`config.mk`:
```
export PLATFORM = sky130hd
export DESIGN_NAME = switch_ingress_arb
export DESIGN_NICKNAME = d
export VERILOG_FILES = /design/src/rtl/switch_pkg.sv /design/src/rtl/switch_ingress_fifo.sv /design/src/rtl/switch_ingress_arb.sv
export SDC_FILE = /design/constraint.sdc
export NUM_CORES = 1
export LEC_CHECK = 0
export ABC_AREA = 1
export ABC_CLOCK_PERIOD_IN_PS = 7000
export CAP_MARGIN = 20
export CORE_MARGIN = 2
export CORE_UTILIZATION = 45
export DETAILED_ROUTE_END_ITERATION = 10
export GPL_TIMING_DRIVEN = 0
export SYNTH_ARGS = -nofsm -noshare
export SYNTH_HDL_FRONTEND = slang
export SYNTH_SLANG_ARGS = --single-unit
```
`constraint.sdc`:
```
create_clock -name clk -period 7 [get_ports clk]
set_input_delay 2.1 -clock clk [delete_from_list [all_inputs] [get_ports clk]]
set_output_delay 2.1 -clock clk [all_outputs]
set_load 0.03 [all_outputs]
```
`src/rtl/switch_pkg.sv`:
```
// Shared types and defaults for the switch ingress stage: the {addr,data}
// transaction record, the source id and a saturating statistics increment.
package switch_pkg;

  localparam int ADDR_WIDTH_DEF = 8;
  localparam int DATA_WIDTH_DEF = 16;
  localparam int STAT_WIDTH     = 16;

  typedef struct packed {
    logic [ADDR_WIDTH_DEF-1:0] addr;
    logic [DATA_WIDTH_DEF-1:0] data;
  } txn_t;

  typedef logic src_id_t;

  localparam src_id_t SRC0 = 1'b0;
  localparam src_id_t SRC1 = 1'b1;

  function automatic logic [STAT_WIDTH-1:0] sat_inc(input logic [STAT_WIDTH-1:0] v);
    if (v == {STAT_WIDTH{1'b1}}) begin
      return v;
    end else begin
      return v + STAT_WIDTH'(1);
    end
  endfunction

endpackage

```
`src/rtl/switch_ingress_fifo.sv`:
```
// Per-source circular FIFO; ready comes straight from the registered count,
// so a pop only frees a slot for the pusher in the following cycle.
module switch_ingress_fifo
  import switch_pkg::*;
#(
  parameter int  FIFO_DEPTH = 4,
  parameter type T          = txn_t
) (
  input  logic clk,
  input  logic rstn,
  input  logic push,
  input  T     wdata,
  output logic ready,
  input  logic pop,
  output logic empty,
  output T     head
);

  localparam int PW = $clog2(FIFO_DEPTH);
  localparam int CW = PW + 1;
  localparam logic [CW-1:0] FULL_CNT = CW'(FIFO_DEPTH);

  T              mem_r [FIFO_DEPTH];
  logic [PW-1:0] wr_ptr_r;
  logic [PW-1:0] rd_ptr_r;
  logic [CW-1:0] count_r;
  logic          do_push_s;
  logic          do_pop_s;

  assign ready     = (count_r != FULL_CNT);
  assign empty     = (count_r == {CW{1'b0}});
  assign head      = mem_r[rd_ptr_r];
  assign do_push_s = push && ready;
  assign do_pop_s  = pop && !empty;

  // Pointer and occupancy tracking; pointers wrap at the power-of-two depth.
  always_ff @(posedge clk) begin
    if (!rstn) begin
      wr_ptr_r <= {PW{1'b0}};
      rd_ptr_r <= {PW{1'b0}};
      count_r  <= {CW{1'b0}};
    end else begin
      if (do_push_s) wr_ptr_r <= wr_ptr_r + PW'(1);
      if (do_pop_s)  rd_ptr_r <= rd_ptr_r + PW'(1);
      case ({do_push_s, do_pop_s})
        2'b10:   count_r <= count_r + CW'(1);
        2'b01:   count_r <= count_r - CW'(1);
        default: count_r <= count_r;
      endcase
    end
  end

  // Entry storage; contents are don't-care while the count says empty.
  always_ff @(posedge clk) begin
    if (rstn && do_push_s) mem_r[wr_ptr_r] <= wdata;
  end

endmodule

```
`src/rtl/switch_ingress_arb.sv`:
```
// Two-source ingress buffer with round-robin merge into the registered
// vld/addr/data switch stream. SWITCH_INGRESS_STATS_EN adds per-source grant counters.
module switch_ingress_arb
  import switch_pkg::*;
#(
  parameter int ADDR_WIDTH = ADDR_WIDTH_DEF,
  parameter int DATA_WIDTH = DATA_WIDTH_DEF,
  parameter int FIFO_DEPTH = 4
) (
  input  logic                  clk,
  input  logic                  rstn,
  input  logic                  s0_valid,
  output logic                  s0_ready,
  input  logic [ADDR_WIDTH-1:0] s0_addr,
  input  logic [DATA_WIDTH-1:0] s0_data,
  input  logic                  s1_valid,
  output logic                  s1_ready,
  input  logic [ADDR_WIDTH-1:0] s1_addr,
  input  logic [DATA_WIDTH-1:0] s1_data,
  input  logic                  stall,
  output logic                  vld,
  output logic [ADDR_WIDTH-1:0] addr,
  output logic [DATA_WIDTH-1:0] data
`ifdef SWITCH_INGRESS_STATS_EN
  ,
  output logic [STAT_WIDTH-1:0] grant_cnt0,
  output logic [STAT_WIDTH-1:0] grant_cnt1
`endif
);

  typedef struct packed {
    logic [ADDR_WIDTH-1:0] addr;
    logic [DATA_WIDTH-1:0] data;
  } item_t;

  item_t                 s0_item_s;
  item_t                 s1_item_s;
  item_t                 head0_s;
  item_t                 head1_s;
  item_t                 sel_s;
  logic                  empty0_s;
  logic                  empty1_s;
  logic                  grant_s;
  src_id_t               gsrc_s;
  logic                  pop0_s;
  logic                  pop1_s;
  src_id_t               rr_last_r;
  logic                  vld_r;
  logic [ADDR_WIDTH-1:0] addr_r;
  logic [DATA_WIDTH-1:0] data_r;

  assign s0_item_s = {s0_addr, s0_data};
  assign s1_item_s = {s1_addr, s1_data};
  assign pop0_s    = grant_s && (gsrc_s == SRC0);
  assign pop1_s    = grant_s && (gsrc_s == SRC1);

  switch_ingress_fifo #(.FIFO_DEPTH(FIFO_DEPTH), .T(item_t)) u_fifo0 (
    .clk   (clk),
    .rstn  (rstn),
    .push  (s0_valid),
    .wdata (s0_item_s),
    .ready (s0_ready),
    .pop   (pop0_s),
    .empty (empty0_s),
    .head  (head0_s)
  );

  switch_ingress_fifo #(.FIFO_DEPTH(FIFO_DEPTH), .T(item_t)) u_fifo1 (
    .clk   (clk),
    .rstn  (rstn),
    .push  (s1_valid),
    .wdata (s1_item_s),
    .ready (s1_ready),
    .pop   (pop1_s),
    .empty (empty1_s),
    .head  (head1_s)
  );

  // Round-robin grant: contention goes to whichever source was not served last.
  always_comb begin
    grant_s = 1'b0;
    gsrc_s  = SRC0;
    if (stall) begin
      grant_s = 1'b0;
      gsrc_s  = SRC0;
    end else if (!empty0_s && !empty1_s) begin
      grant_s = 1'b1;
      gsrc_s  = ~rr_last_r;
    end else if (!empty0_s) begin
      grant_s = 1'b1;
      gsrc_s  = SRC0;
    end else if (!empty1_s) begin
      grant_s = 1'b1;
      gsrc_s  = SRC1;
    end else begin
      grant_s = 1'b0;
      gsrc_s  = SRC0;
    end
  end

  // Head selection for the granted source.
  always_comb begin
    sel_s = head0_s;
    case (gsrc_s)
      SRC0:    sel_s = head0_s;
      SRC1:    sel_s = head1_s;
      default: sel_s = head0_s;
    endcase
  end

  // Issue register toward the switch; idle cycles drive all-zero payload.
  always_ff @(posedge clk) begin
    if (!rstn) begin
      vld_r     <= 1'b0;
      addr_r    <= {ADDR_WIDTH{1'b0}};
      data_r    <= {DATA_WIDTH{1'b0}};
      rr_last_r <= SRC1;
    end else if (grant_s) begin
      vld_r     <= 1'b1;
      addr_r    <= sel_s.addr;
      data_r    <= sel_s.data;
      rr_last_r <= gsrc_s;
    end else begin
      vld_r     <= 1'b0;
      addr_r    <= {ADDR_WIDTH{1'b0}};
      data_r    <= {DATA_WIDTH{1'b0}};
      rr_last_r <= rr_last_r;
    end
  end

  assign vld  = vld_r;
  assign addr = addr_r;
  assign data = data_r;

`ifdef SWITCH_INGRESS_STATS_EN
  logic [STAT_WIDTH-1:0] grant_cnt0_r;
  logic [STAT_WIDTH-1:0] grant_cnt1_r;

  // Saturating grant counters per source.
  always_ff @(posedge clk) begin
    if (!rstn) begin
      grant_cnt0_r <= {STAT_WIDTH{1'b0}};
      grant_cnt1_r <= {STAT_WIDTH{1'b0}};
    end else begin
      grant_cnt0_r <= pop0_s ? sat_inc(grant_cnt0_r) : grant_cnt0_r;
      grant_cnt1_r <= pop1_s ? sat_inc(grant_cnt1_r) : grant_cnt1_r;
    end
  end

  assign grant_cnt0 = grant_cnt0_r;
  assign grant_cnt1 = grant_cnt1_r;
`endif

endmodule

```
==> results.cfg <==
[synth]
yosysUniqueCellTypes = 26
synth_edf_count = 192
syn_inst = 789
synth_top_cell_area_share_pct = 62.4
synth_flop_cell = edfxtp_1
async_flop_share_pct = 0
ys_warn_count = 0
ys_top_cells_by_area = edfxtp_1 62%, dfxtp_1 9.5%, nand2_1 7.4%
synthTopCellsByCount = 192 x edfxtp_1, 181 x nand2_1, 124 x nor2_1, 56 x nand3_1, 56 x o21ai_0
yosys.area.top_type = edfxtp_1
synth_most_common_cell = edfxtp_1
synth_nets = 854
synth_seq_cells = 236
synth_area_per_cell_um2 = 11.7
synth_area_um2 = 9240
ys_seq_area_share_pct = 71.9

[drt]
drt_pass1_iterations = 4
num_vias = 6064
drtIter0Drc = 325
antenna_left = 0
drc = 0
drt_wl_total_um = 20600
viasPerCell = 5.08
wl_per_cell_um = 17.3

[cells_and_area]
fillCellCount = 1645
syn_to_final_growth_pct = 23.9
drive_above_1_share_pct = 11.8
nNetsFinal = 969
diodes = 0
fin_cells = 1193

[clock_tree]
root_buffer = clkbuf_16
cts.htree.levels = 1
cts_tree = done
cts_setup_buffers = 0
cts_resized = 0
hold_buffers = 0
path_clk_slew_ps = 60
ctsLongestPathBuffers = 3
insertion_delay_ps = 520
cts_buffers = 25
cts.sink_count = 236

[grt]
grt_max_degree = 17
antenna_found_initial = 0
grt_pass1_vias = 6116
grt.met1_usage_pct = 26.2
grt_overflow_total = 0
grt.busiest_layer = met2
use_met3_pct = 2.95
met2_usage_pct = 32.1
grt_pass1_wl_um = 32100
grt_use_total_pct = 19.1

[sta]
hold_violations = 0
worst_slew_pin_slew_ps = 965
slew_headroom_pct = 35.6
fin_setup_tns_ps = 0
clock_skew_ps = 8.95
whs_ps = 479
slew_violations = 0
final.period_utilization_pct = 55.9
setup_ws_ps = 3090
clock.fmax_ghz = 0.256
rsz0062_at_grt = no
finalSetupViolCount = 0
final.min_clock_period_ps = 3910

[worst_setup_path]
critPathArrivalTime_ps = 4310
path_max_fanout = 10
cp-start-kind = input pin
critical_path_class = input pin to flop
endpoint_kind = flop
critPathRequiredTime_ps = 7400

[floorplan]
dieWidth_um = 147
fp.coreArea_um2 = 20200
dieArea_um2 = 21700
initial_core_util_pct = 45.8
die_y_um = 147
ios = 80
row_count = 52

[placed_design]
hpwl_um = 14100
dp_cells = 1147
pre_cts_slack_ps = 2570
io_buffer_count = 79
place.gp.congestion = 0.794

[power_and_ir_drop]
power_w = 0.00450
power.density_nw_per_um2 = 393
peakVddDrop_mv = 0.263
cellLeakagePower_nw = 4.18

[outcome]
status = completed

[worst_hold_path]
hp-class = flop to flop

[flow_run]
cap_violations = 0
## through the flow
stage / util (%) / cell area [µm²]
final: 56.7 / 11400
after global routing: 56.7 / 11400
after floorplan: - / 9240
after detailed placement: 52.4 / 10600
after global placement: 51.4 / 10400
after CTS: 56.7 / 11400
## placed cells by master (no fill, tap or decap), types with 3 or more instances in the layout
cell type        instances
a21oi_1                 15
buf_2                   10
buf_8                    6
buf_6                   10
clkbuf_1                 7
o21ai_1                 26
o21ai_0                 56
bufinv_16                5
dfxtp_1                 44
nor2_1                 116
nor2_2                  19
nand2_1                181
edfxtp_1               192
buf_4                    8
clkinv_2                 7
nand3_1                 56
inv_2                    4
clkdlybuf4s50_1         79
clkinv_1                 3
ha_1                    10
inv_1                   22
clkbuf_16               25
buf_16                   4
## cell families after synthesis
| logic type | synth area share [%] |
|---|---|
| buf+inv | 4.13 |
| compound gates | 5.43 |
| flops | 71.9 |
| simple gates | 16.5 |
| fa+ha+maj | 1.79 |
| xor+xnor | 0.190 |
## per-layer routing
layer / share of wire, % / routed length [µm] / vias up
met5: 0 / 0 / -
met4: 2.1 / 426 / 0
met3: 5.6 / 1150 / 35
met2: 48 / 9880 / 178
met1: 44 / 9160 / 2921
li1: - / - / 2930
## power breakdown
| group | internal [W] | leakage (nW) | switching [W] |
|---|---|---|---|
| Combinational | 0.000485 | 1.64 | 0.000884 |
| Clock | 0.000860 | 0.437 | 0.000531 |
| Sequential | 0.00167 | 2.10 | 0.0000695 |
| Total | 0.00302 | 4.18 | 0.00148 |
## flip-flops by register name, indices dropped and copies added (netlist names), 3 cells and up, named ones only
| signal | cells |
|---|---|
| u_fifo0.mem_r | 96 |
| u_fifo0.count_r | 3 |
| u_fifo1.count_r | 3 |
| data | 16 |
| u_fifo1.mem_r | 96 |
| addr | 8 |
## critical path, cell delays in order
cell and delay [ps]:
clkdlybuf4s50_1 460, a21oi_2 150, nand2_2 150, inv_4 130
buf_6 150, ha_1 160, inv_1 70, fa_1 430
a21oi_1 140, o21ai_0 120, o21ai_0 190, a21oi_1 60
## final timing paths
path                                         start  cells after the start                  to  slack (ps)
worst min register to register           rr_last_r                      2           rr_last_r         480
worst max register to register  u_fifo0.count_r[1]                     13  u_fifo1.count_r[2]        4660
worst max-delay path                         stall                     12  u_fifo1.count_r[2]        3090
worst min-delay path                     rr_last_r                      2           rr_last_r         480
## area by class of cell
type | count | area (µm²) | share of cell area [%]
Clock inverter | 17 | 214 | 1.87
Buffer | 38 | 278 | 2.43
Clock buffer | 29 | 661 | 5.77
Tap cell | 270 | 338 | 2.95
Multi-Input combinational cell | 488 | 2230 | 19.5
Timing Repair Buffer | 88 | 972 | 8.50
Sequential cell | 236 | 6650 | 58.1
Inverter | 27 | 104 | 0.908
No activity file was read; power rests on OpenSTA's default activity.
